**src/rtl/switch_islip_sched.sv**
```systemverilog
// Single-iteration iSLIP scheduler for an input-queued crossbar.
// Matches are locked per packet and released on pkt_done.
module switch_islip_sched #(
  parameter  int RADIX = 4,
  localparam int PTR_W = (RADIX > 1) ? $clog2(RADIX) : 1
) (
  input  logic                   clk,
  input  logic                   rst_n,
  input  logic [RADIX*RADIX-1:0] voq_req,
  input  logic [RADIX-1:0]       pkt_done,
  input  logic [RADIX-1:0]       out_en,
  output logic [RADIX*RADIX-1:0] match,
  output logic [RADIX-1:0]       in_busy,
  output logic [RADIX-1:0]       out_busy,
  output logic [RADIX-1:0]       match_new
);

  logic [RADIX-1:0] match_row_reg [RADIX];
  logic [RADIX-1:0] match_new_reg;
  logic [PTR_W-1:0] g_ptr_reg [RADIX];
  logic [PTR_W-1:0] a_ptr_reg [RADIX];

  logic [RADIX-1:0] in_busy_w;
  logic [RADIX-1:0] out_busy_w;
  logic [RADIX-1:0] out_free;
  // *_col arrays are indexed by output (bits = inputs), *_row by input (bits = outputs)
  logic [RADIX-1:0] req_col  [RADIX];
  logic [RADIX-1:0] gnt_col  [RADIX];
  logic [RADIX-1:0] gnt_row  [RADIX];
  logic [RADIX-1:0] acc_row  [RADIX];
  logic [RADIX-1:0] acc_col  [RADIX];
  logic [RADIX-1:0] busy_col [RADIX];

  // One-hot pick of the first set bit at or after ptr, wrapping modulo RADIX.
  function automatic logic [RADIX-1:0] rr_pick(input logic [RADIX-1:0] reqs,
                                               input logic [PTR_W-1:0] ptr);
    logic [RADIX-1:0] pick;
    logic             found;
    int               idx;
    logic [PTR_W-1:0] sel;
    pick  = '0;
    found = 1'b0;
    for (int k = 0; k < RADIX; k++) begin
      idx = int'(ptr) + k;
      if (idx >= RADIX) idx = idx - RADIX;
      sel = idx[PTR_W-1:0];
      if (!found && reqs[sel]) begin
        pick[sel] = 1'b1;
        found     = 1'b1;
      end
    end
    return pick;
  endfunction

  function automatic logic [PTR_W-1:0] oh_idx(input logic [RADIX-1:0] oh);
    logic [PTR_W-1:0] r;
    r = '0;
    for (int k = 0; k < RADIX; k++) begin
      if (oh[k]) r = PTR_W'(k);
    end
    return r;
  endfunction

  // Explicit wrap compare keeps non-power-of-two radices correct.
  function automatic logic [PTR_W-1:0] ptr_inc(input logic [PTR_W-1:0] p);
    return (p == PTR_W'(RADIX - 1)) ? '0 : p + 1'b1;
  endfunction

  genvar gi, gj;
  generate
    for (gi = 0; gi < RADIX; gi++) begin : g_in
      assign in_busy_w[gi]                = |match_row_reg[gi];
      assign match[gi*RADIX +: RADIX]     = match_row_reg[gi];

      for (gj = 0; gj < RADIX; gj++) begin : g_x
        assign req_col[gj][gi]  = voq_req[gi*RADIX+gj] & ~in_busy_w[gi] & out_free[gj];
        assign gnt_row[gi][gj]  = gnt_col[gj][gi];
        assign acc_col[gj][gi]  = acc_row[gi][gj];
        assign busy_col[gj][gi] = match_row_reg[gi][gj];
      end

      // A locked input receives no grants, so acc_row is zero while it is busy.
      assign acc_row[gi] = rr_pick(gnt_row[gi], a_ptr_reg[gi]);

      always_ff @(posedge clk or negedge rst_n) begin
        if (!rst_n) begin
          match_row_reg[gi] <= '0;
          match_new_reg[gi] <= 1'b0;
          a_ptr_reg[gi]     <= '0;
        end else begin
          match_new_reg[gi] <= |acc_row[gi];
          if (|acc_row[gi]) begin
            match_row_reg[gi] <= acc_row[gi];
            a_ptr_reg[gi]     <= ptr_inc(oh_idx(acc_row[gi]));
          end else if (pkt_done[gi]) begin
            match_row_reg[gi] <= '0;
          end
        end
      end
    end

    for (gi = 0; gi < RADIX; gi++) begin : g_out
      assign out_busy_w[gi] = |busy_col[gi];
      assign out_free[gi]   = out_en[gi] & ~out_busy_w[gi];
      assign gnt_col[gi]    = rr_pick(req_col[gi], g_ptr_reg[gi]);

      // Grant pointer only moves when its grant was accepted.
      always_ff @(posedge clk or negedge rst_n) begin
        if (!rst_n) begin
          g_ptr_reg[gi] <= '0;
        end else if (|acc_col[gi]) begin
          g_ptr_reg[gi] <= ptr_inc(oh_idx(acc_col[gi]));
        end
      end
    end
  endgenerate

  assign in_busy   = in_busy_w;
  assign out_busy  = out_busy_w;
  assign match_new = match_new_reg;

endmodule

```
**config.mk**
```make
export PLATFORM = sky130hd
export DESIGN_NAME = switch_islip_sched
export DESIGN_NICKNAME = d
export VERILOG_FILES = /design/src/rtl/switch_islip_sched.sv
export SDC_FILE = /design/constraint.sdc
export NUM_CORES = 1
export LEC_CHECK = 0
export ABC_AREA = 1
export BUFFER_PORTS_ARGS = -buffer_cell sky130_fd_sc_hd__buf_2
export CORE_MARGIN = 10
export CORE_UTILIZATION = 53
export DETAILED_ROUTE_END_ITERATION = 10
export HOLD_SLACK_MARGIN = 0.12
export PLACE_DENSITY_LB_ADDON = 0.12
export SLEW_MARGIN = 20
export SYNTH_ARGS = -nofsm -noshare
export SYNTH_HDL_FRONTEND = slang
export SYNTH_SLANG_ARGS = --single-unit
```
**constraint.sdc**
```tcl
create_clock -name clk -period 3 [get_ports clk]
set_input_delay 0.3 -clock clk [delete_from_list [all_inputs] [get_ports clk]]
set_output_delay 0.3 -clock clk [all_outputs]
set_load 0.01 [all_outputs]
```
==> qor.yml <==
finish:
  synthToLayoutAreaGrowth_pct: 31.76
  largest_register_ffs: 16
  fin_util: 0.7211
  ff_latch_area_um2: 910.9
  multiInputGateArea_mm2: 0.005119
  final_common_cell: "nand2_1"
  drive_above_1_share: 0.4041
  fill_cells: 903
  final_cell_mix: "nand2_1, nand3_1, inv_1"
  n_antenna_cell: 0
  final_nets: 1095
worst_hold_path:
  hp-class: "input port to asynchronous set/reset pin"
sta:
  finalHoldWorstSlack_ns: 0.09575
  skew_ns: 0.01068
  setup_viol: 1
  tns_ns: -0.003314
  period_share: 1.001
  hold_violations: 0
  rsz0062_at_grt: "true"
  fin_ws_ns: -0.003314
  fmax_ghz: 0.3330
  relSlewSlack: 0.4477
  min_period_ns: 3.003
  tightest_slew_ns: 0.8285
  slew_violations: 0
synthesis:
  synth_edf_count: 0
  yosysUniqueCellTypes: 28
  syn_nets: 978
  ys_ff_latch: 36
  avgSynthCellArea_um2: 6.341
  syn_inst: 899
  yosysSeqAreaShare: 0.1580
  mappedNetlistArea_mm2: 0.005700
  ys.flop_type: "dfrtp_1"
  async_flop_share: 1.000
  ys_warn_count: 0
flow_run:
  timing.max_cap.violations: 0
grt:
  grt_pass1_wl_um: 28250
  grt_pass1_vias: 5713
  antenna_found_initial: 0
  grt_max_degree: 37
  track_usage: 0.2242
  grt_overflow: 0
cts:
  cts_tree: "yes"
  clk_pin_slew_ns: 0.08
  cts_sinks: 36
  cts_max_path_buffers: 2
  clock-root-buffer: "clkbuf_8"
  cts_buffers: 5
  htreeDepth: 2
  clkLatencyLatePin_ns: 0.30
floorplanning:
  fp.coreArea_mm2: 0.01042
  design.die.area_mm2: 0.01530
  rows: 37
  initial_utilization: 0.5473
  die_h_um: 123.7
  die_w_um: 123.7
  ios: 54
run_status:
  violations: "negative setup slack"
  status: "finished, violations left"
critical_path:
  startpoint: "match[5]"
  r2r_start: "match[5]"
  rrSetupSlack_ns: -0.003
  worstSetupEndpoint: "a_ptr_reg[6]"
  cp_cell_sequence: "buf_6 -> nor2_4 -> nand2_4 -> nor2_4 -> nand3_2 -> nand2_2 -> nand2_2 -> nand2_4 -> nor2_4 -> nand3_2 -> nand4_1 -> nand3_2 -> nand2_4 -> nor2_4 -> nand3_2 -> nand3_4 -> nor2_4 -> nand2_2 -> nand2_1 -> o21ai_1"
  critPathMaxStageDelay_ns: 0.44
  cp.required_ns: 3.22
  critPathKind: "flip-flop to flip-flop"
  setup.worst_path.start_class: "flip-flop"
  crit_family: "simple AND/OR/NAND/NOR gates"
  r2r_cells: 20
  crit_arrival_ns: 3.23
  cp_slowest_cell: "dfrtp_1"
  r2r_end: "a_ptr_reg[6]"
  worst-path-stages: 20
  cp_max_fo: 8
  timing.critical_path.mode_cell: "nor2_4"
  cp_num_buf_inv: 1
  cp-end-kind: "flip-flop"
drt:
  wl_met3_um: 1303
  dr.pass1.iters: 6
  wl_per_cell_um: 16.47
  vias_per_cell: 5.693
  wirelength_um: 18990
  vias: 6564
  drt-met1-wl_um: 8063
  drt_iter0_markers: 681
  routed-wl-met2_um: 9191
  highest_layer: "met4"
  remaining_drc_errors: 0
  postRouteAntennaNets: 0
placement:
  gp_congestion: 0.9482
  post-place-ws_ns: -0.05704
  place_hpwl_um: 13800
  port_buffers: 53
synth_stat cells, drive strengths merged (3+ instances only):
library cell / n / area share
nand3: 207 / 0.22
dfrtp: 36 / 0.16
ha: 53 / 0.12
buf: 7 / 0.0088
clkinv: 14 / 0.0092
inv: 97 / 0.064
nand4: 38 / 0.042
nor2: 91 / 0.11
a21oi: 16 / 0.015
o21ai: 16 / 0.015
nand2: 318 / 0.24
a31oi: 3 / 0.0033
per-layer routing:
metal / track usage / up-vias
met3: 0.03665 / 50
li1: - / 3170
met1: 0.3056 / 3080
met2: 0.3639 / 264
met4: 0.04803 / 0
met5: 0 / -
how the worst min path moves through the flow:
stage | slack (ns) | start | to
final | 0.1 | rst_n | match[9]
after global routing | 0.16 | rst_n | a_ptr_reg[7]
after CTS | 0.12 | rst_n | match[9]
after detailed placement | 0.44 | rst_n | match[9]
after global placement | 0.44 | rst_n | match[9]
after floorplan | 0.004 | rst_n | a_ptr_reg[0]
layout make-up:
| class | count | share of cell area |
|---|---|---|
| well taps | 136 | 0.02266 |
| clock inverters | 1 | 0.0009995 |
| multi-input cells | 745 | 0.6815 |
| repair buffers | 117 | 0.1049 |
| inverters | 111 | 0.05714 |
| clock buffers | 7 | 0.01149 |
| flip-flops and latches | 36 | 0.1213 |
logic make-up after synthesis:
group	after synthesis	share of synthesized area
adder cells (fa/ha/maj)	53	0.1163
AO/OA/AOI/OAI	35	0.03270
buffers and inverters	120	0.08363
flip-flops	36	0.1580
AND/OR/NAND/NOR	655	0.6093
timing repair:
action,in CTS,in global routing
buffers inserted,6,17
gates resized for setup,15,201
pin swaps,8,102
endpoints found under the setup margin,13,36
hold buffers,0,0
cloned,1,1
per-stage QoR:
| stage | instance area (µm²) | instances |
|---|---|---|
| after detailed placement | 6399 | 1120 |
| after CTS | 6611 | 1135 |
| after floorplan | 5700 | 899 |
| after global routing | 7511 | 1153 |
| after global placement | 6399 | 1120 |
| final | 7511 | 1153 |
Power is not shown: default switching activity piles up to over one toggle a cycle in this logic, so the estimate is an artifact.
